<file path="src/rtl/instr_fetch_pkg.sv">
// Shared definitions for the fetch stage: ISA field positions, widths,
// FSM states and the redirect-control bundle handed to the next-PC logic.
package instr_fetch_pkg;
  localparam int PC_W      = 8;
  localparam int INSTR_W   = 8;
  localparam int OPC_MSB   = 7;
  localparam int OPC_LSB   = 5;
  localparam int FUNCT_BIT = 4;
  localparam int IMM_MSB   = 3;
  localparam int IMM_LSB   = 0;
  localparam int IMM_W     = IMM_MSB - IMM_LSB + 1;

  typedef enum logic [1:0] {S_IDLE, S_REQ, S_ISSUE, S_HALT} fetch_state_e;

  typedef struct packed {
    logic jr;
    logic j;
    logic jal;
    logic beq;
    logic zero;
  } redirect_t;

  function automatic logic [PC_W-1:0] sext_imm(input logic [IMM_W-1:0] imm);
    return {{(PC_W-IMM_W){imm[IMM_W-1]}}, imm};
  endfunction
endpackage

</file>
<file path="src/rtl/instr_fetch_if.sv">
// Instruction-memory request/ack bus; master is the fetch stage.
interface instr_fetch_if;
  import instr_fetch_pkg::*;
  logic               req;
  logic [PC_W-1:0]    addr;
  logic               ack;
  logic [INSTR_W-1:0] rdata;

  modport master (output req, addr, input  ack, rdata);
  modport slave  (input  req, addr, output ack, rdata);
endinterface

</file>
<file path="src/rtl/instr_fetch_pc_next.sv">
// Combinational next-PC selection: jr > j/jal > beq-taken > sequential.
module instr_fetch_pc_next
  import instr_fetch_pkg::*;
(
  input  logic [PC_W-1:0]  pc_i,
  input  logic [IMM_W-1:0] imm_i,
  input  logic [PC_W-1:0]  jr_target_i,
  input  redirect_t        redir_i,
  output logic [PC_W-1:0]  next_pc_o
);
  logic [PC_W-1:0] seq_pc;
  logic [PC_W-1:0] rel_pc;

  assign seq_pc = pc_i + PC_W'(1);
  assign rel_pc = seq_pc + sext_imm(imm_i);

  always_comb begin
    next_pc_o = seq_pc;
    if (redir_i.jr)                     next_pc_o = jr_target_i;
    else if (redir_i.j || redir_i.jal)  next_pc_o = rel_pc;
    else if (redir_i.beq && redir_i.zero) next_pc_o = rel_pc;
  end
endmodule

</file>
<file path="src/rtl/instr_fetch.sv">
// Fetch stage: owns PC and IR, fetches one instruction at a time over the
// imem req/ack bus and redirects the PC when the current instruction retires.
module instr_fetch
  import instr_fetch_pkg::*;
#(
  parameter logic [PC_W-1:0] RESET_PC = '0,
  parameter int unsigned     MAX_WAIT = 15
) (
  input  logic                     clk_i,
  input  logic                     rst_ni,
  instr_fetch_if.master            imem,
  input  logic                     advance_i,
  input  logic                     jctrl_i,
  input  logic                     jalctrl_i,
  input  logic                     jrctrl_i,
  input  logic                     beqctrl_i,
  input  logic                     zero_i,
  input  logic [PC_W-1:0]          jr_target_i,
  output logic [OPC_MSB-OPC_LSB:0] inst1_o,
  output logic                     inst2_o,
  output logic [IMM_W-1:0]         imm_o,
  output logic                     ir_valid_o,
  output logic [PC_W-1:0]          link_pc_o,
  output logic                     fetch_err_o
);
  // Fault fires on the no-ack cycle whose increment would reach MAX_WAIT.
  localparam logic [3:0] WAIT_LAST = 4'(MAX_WAIT - 1);

  fetch_state_e       state_q, state_d;
  logic [PC_W-1:0]    pc_q, pc_d;
  logic [INSTR_W-1:0] ir_q, ir_d;
  logic [3:0]         wait_q, wait_d;
  logic               err_q, err_d;
  logic [PC_W-1:0]    next_pc;
  redirect_t          redir;

  assign redir = '{jr: jrctrl_i, j: jctrl_i, jal: jalctrl_i, beq: beqctrl_i, zero: zero_i};

  instr_fetch_pc_next u_pc_next (
    .pc_i        (pc_q),
    .imm_i       (ir_q[IMM_MSB:IMM_LSB]),
    .jr_target_i (jr_target_i),
    .redir_i     (redir),
    .next_pc_o   (next_pc)
  );

  always_ff @(posedge clk_i or negedge rst_ni) begin
    if (!rst_ni) begin
      state_q <= S_IDLE;
      pc_q    <= RESET_PC;
      ir_q    <= '0;
      wait_q  <= '0;
      err_q   <= 1'b0;
    end else begin
      state_q <= state_d;
      pc_q    <= pc_d;
      ir_q    <= ir_d;
      wait_q  <= wait_d;
      err_q   <= err_d;
    end
  end

  always_comb begin
    state_d = state_q;
    pc_d    = pc_q;
    ir_d    = ir_q;
    wait_d  = wait_q;
    err_d   = err_q;
    unique case (state_q)
      S_IDLE: begin
        state_d = S_REQ;
        wait_d  = '0;
      end
      S_REQ: begin
        if (imem.ack) begin
          ir_d    = imem.rdata;
          wait_d  = '0;
          state_d = S_ISSUE;
        end else begin
          wait_d = wait_q + 4'd1;
          if (wait_q == WAIT_LAST) begin
            err_d   = 1'b1;
            state_d = S_HALT;
          end
        end
      end
      S_ISSUE: begin
        if (advance_i) begin
          pc_d    = next_pc;
          state_d = S_REQ;
        end
      end
      S_HALT: ;
      default: state_d = S_HALT;
    endcase
  end

  assign imem.req    = (state_q == S_REQ);
  assign imem.addr   = pc_q;
  assign ir_valid_o  = (state_q == S_ISSUE);
  assign fetch_err_o = err_q;
  assign inst1_o     = ir_q[OPC_MSB:OPC_LSB];
  assign inst2_o     = ir_q[FUNCT_BIT];
  assign imm_o       = ir_q[IMM_MSB:IMM_LSB];
  assign link_pc_o   = pc_q + PC_W'(1);
endmodule

</file>
<file path="src/flat_wrapper.sv">
// flat-port wrapper written by rule: the top's interface ports become plain ports
module instr_fetch_flat import instr_fetch_pkg::*;
#(
  parameter logic [PC_W-1:0] RESET_PC = '0,
  parameter int unsigned     MAX_WAIT = 15
)
  (clk_i, rst_ni, advance_i, jctrl_i, jalctrl_i, jrctrl_i, beqctrl_i, zero_i, jr_target_i, inst1_o, inst2_o, imm_o, ir_valid_o, link_pc_o, fetch_err_o, imem_req, imem_addr, imem_ack, imem_rdata);
  instr_fetch_if imem_i ();
  input  logic clk_i;
  input  logic rst_ni;
  input  logic advance_i;
  input  logic jctrl_i;
  input  logic jalctrl_i;
  input  logic jrctrl_i;
  input  logic beqctrl_i;
  input  logic zero_i;
  input  logic [PC_W-1:0] jr_target_i;
  output logic [OPC_MSB-OPC_LSB:0] inst1_o;
  output logic inst2_o;
  output logic [IMM_W-1:0] imm_o;
  output logic ir_valid_o;
  output logic [PC_W-1:0] link_pc_o;
  output logic fetch_err_o;
  output wire logic [$bits(imem_i.req)-1:0] imem_req;
  output wire logic [$bits(imem_i.addr)-1:0] imem_addr;
  input wire logic [$bits(imem_i.ack)-1:0] imem_ack;
  input wire logic [$bits(imem_i.rdata)-1:0] imem_rdata;
  assign imem_req = imem_i.req;
  assign imem_addr = imem_i.addr;
  assign imem_i.ack = imem_ack;
  assign imem_i.rdata = imem_rdata;
  instr_fetch #(.RESET_PC(RESET_PC), .MAX_WAIT(MAX_WAIT)) u_core (.clk_i(clk_i), .rst_ni(rst_ni), .imem(imem_i), .advance_i(advance_i), .jctrl_i(jctrl_i), .jalctrl_i(jalctrl_i), .jrctrl_i(jrctrl_i), .beqctrl_i(beqctrl_i), .zero_i(zero_i), .jr_target_i(jr_target_i), .inst1_o(inst1_o), .inst2_o(inst2_o), .imm_o(imm_o), .ir_valid_o(ir_valid_o), .link_pc_o(link_pc_o), .fetch_err_o(fetch_err_o));
endmodule
</file>
<file path="config.mk">
export PLATFORM = sky130hd
export DESIGN_NAME = instr_fetch_flat
export DESIGN_NICKNAME = d
export VERILOG_FILES = /design/src/rtl/instr_fetch_pkg.sv /design/src/rtl/instr_fetch_if.sv /design/src/rtl/instr_fetch_pc_next.sv /design/src/rtl/instr_fetch.sv /design/src/flat_wrapper.sv
export SDC_FILE = /design/constraint.sdc
export NUM_CORES = 1
export LEC_CHECK = 0
export BUFFER_PORTS_ARGS = -buffer_cell sky130_fd_sc_hd__clkbuf_2
export CORE_AREA = 8 8 63 65
export CTS_CLUSTER_DIAMETER = 40
export DETAILED_ROUTE_END_ITERATION = 10
export DIE_AREA = 0 0 71 73
export PLACE_DENSITY = 0.83
export SLEW_MARGIN = 30
export SYNTH_ARGS = -nofsm -noshare
export SYNTH_HDL_FRONTEND = slang
export SYNTH_SLANG_ARGS = --single-unit
</file>
<file path="constraint.sdc">
create_clock -name clk_i -period 5.1 [get_ports clk_i]
set_clock_uncertainty 0.05 [all_clocks]
set_input_delay 1.02 -clock clk_i [delete_from_list [all_inputs] [get_ports clk_i]]
set_output_delay 1.02 -clock clk_i [all_outputs]
set_load 0.02 [all_outputs]
</file>
==> qor.csv <==
metric,value,unit
CTS tree,built,
RePlAce Congestion,0.815,
full die area,5180,um2
Synth Instances,167,
crit path kind,register to output pin,
Seq pwr share,28.5,%
Hold Crit Depth,1,
R2R Setup Slk,2.73,ns
Post-Syn Area,1570,um2
post-CTS resize count,0,
CTS buffer count,3,
IO Pins,52,
mean routed wirelength per cell,16.1,um
final worst-path setup slack,2.33,ns
# setup viols final,0,
DRC violations left,0,
initial antenna violation count,0,
P_leak,0.000967,uW
Worst VDD drop,461,uV
drt first pass iters,4,
sequential area share after synthesis,36.7,%
Longest Clk Path Bufs,2,
P_int,605,uW
most common cell in the netlist,dfrtp_1,
synth unique cells,43,
worst r2r src,u_core.imem.addr[0],
Area growth syn-to-layout,19.9,%
hold_buf cts,0,
final setup TNS,0,ns
Hold Path Sink,u_core.fetch_err_o,
Initial DRC Count,52,
Max-slew headroom,60.9,%
DP HPWL,3.22,mm
Synth Warn #,0,
Psw,614,uW
Post-Layout Cell Count,252,
total track usage,15.8,%
share of layout cells above drive strength 1,27.4,%
first-pass GRT wire length,6.76,mm
Switching Share,50.4,%
CTS Sinks,23,
cells on worst reg2reg path,8,
Starting Density,53.1,%
Port Buf Inserts,51,
fraction of registers with async set/reset,100,%
"CTS clk-pin slew, worst paths",0.13,ns
share of the synthesized area in the top cell type,36.7,%
grt ovf,0,
Core Footprint,2950,um2
Critical Path End Type,output pin,
register bit total from synthesis,23,
CTS root buf,clkbuf_4,
Final Hold Viols,0,
minimum clock period,2.77,ns
synth cell count leaders,"dfrtp_1, nand2_1, a21oi_1, ha_1",
dpl cells,248,
Slew @ Worst Pin,0.586,ns
number of flops mapped to enable cells by yosys,0,
largest net degree at the start of global routing,24,
row count,20,
CP Launch Point,u_core.imem.addr[2],
final count of pins violating max slew,0,
DR vias,1463,
max-cap violation count,0,
WL final,4.05,mm
final period utilization,54.2,%
"Net count, final",257,
power per standard cell area,648,nW/um2
Final Power,1220,uW
die height,73,um
Die W,71,um
ANT cells,0,
top post-synthesis cells by area,"dfrtp_1, ha_1, mux2_1",
dpl ws,2.70,ns
Main synth FF type,dfrtp_1,
fmax,361,MHz
hold_sp,u_core.fetch_err_o,
Syn Nets,204,
status,"finished, final reports clean",
mean post-synth cell area,9.40,um2
combinational power share,64.4,%
leading area contributor after synthesis,dfrtp_1,
post-CTS setup buffers,0,
Reg2Reg Capture Point,u_core.imem.addr[5],
clock share of power,7.1,%
worst hold path type,register to register,
"Req. time, crit path",4.03,ns
post-route ant nets,0,
Vias per Instance,5.81,
crit-path max FO,6,
Layout Utilization,63.7,%
H-Tree Depth,1,
number of global-route vias before repair,1463,
Clock Latency Late Sink,0.32,ns
setup repair after global routing missed its margin,false,
CP Launch Type,register,
CP arrival,1.70,ns
## per-stage QoR
step	hold WS [ns]	instance area (um2)
after floorplan	0.425	1570
after global placement	0.400	1850
after detailed placement	0.408	1850
after CTS	0.439	1880
after global routing	0.451	1880
final	0.433	1880
## critical path, stage by stage (launching register included)
cell and delay [ns]:
dfrtp_1 0.47, nand3_2 0.17, nor3_2 0.38, xor2_1 0.17
clkbuf_2 0.18
## flip-flops by register name, summed over array words and instances (netlist names)
register / count
u_core.ir_q: 8
u_core.state_q: 2
u_core.fetch_err_o: 1
u_core.wait_q: 4
u_core.imem.addr: 8
## cells by family after synthesis
group | share of synthesized area (%)
flops | 36.7
buf+inv | 2.47
xor+xnor | 5.90
compound gates | 22.6
mux | 7.10
fa+ha+maj | 10.0
simple gates | 15.2
## layout make-up
cell class                      instances  area (um2)
Clock buffer                            3        22.5
Clock inverter                          1        5.00
Fill cell                             265        1070
Inverter                                7        26.3
Multi-Input combinational cell        134         955
Sequential cell                        23         576
Tap cell                               33        41.3
Timing Repair Buffer                   51         255
## cell usage in the layout, fill, tap and decap left out, types with 4 or more instances in the layout
| cell type | n |
|---|---|
| inv_1 | 7 |
| o21ai_1 | 6 |
| nor2b_1 | 4 |
| mux2_1 | 8 |
| nand2_1 | 21 |
| clkbuf_2 | 51 |
| dfrtp_1 | 23 |
| ha_1 | 11 |
| a21oi_1 | 13 |
| nor2_1 | 9 |
| a211oi_1 | 5 |
| o21ai_0 | 9 |
| xnor2_1 | 5 |
## worst max path at each step
| stage | endpoint | depth (start not counted) |
|---|---|---|
| final | link_pc_o[7] | 4 |
| after global placement | link_pc_o[5] | 4 |
| after CTS | link_pc_o[7] | 4 |
| after detailed placement | link_pc_o[7] | 4 |
| after global routing | link_pc_o[7] | 4 |
| after floorplan | u_core.imem.addr[6] | 9 |
## routing by layer
layer	global-route usage (%)	vias up	share of wire [%]
met1	18.4	699	42
met5	0	-	0
met4	0.693	0	0
met3	5.63	0	8.6
li1	-	710	-
met2	28.2	54	49
## power groups by stage
stage | logic, uW | registers (uW) | clock network (uW)
2_1_floorplan | 498 | 406 | 0
3_3_place_gp | 765 | 344 | 0
3_5_place_dp | 783 | 350 | 0
4_1_cts | 787 | 347 | 89.5
5_1_grt | 865 | 361 | 97.8
6_report | 784 | 348 | 86.9
Power figures use the tool's default switching activity.
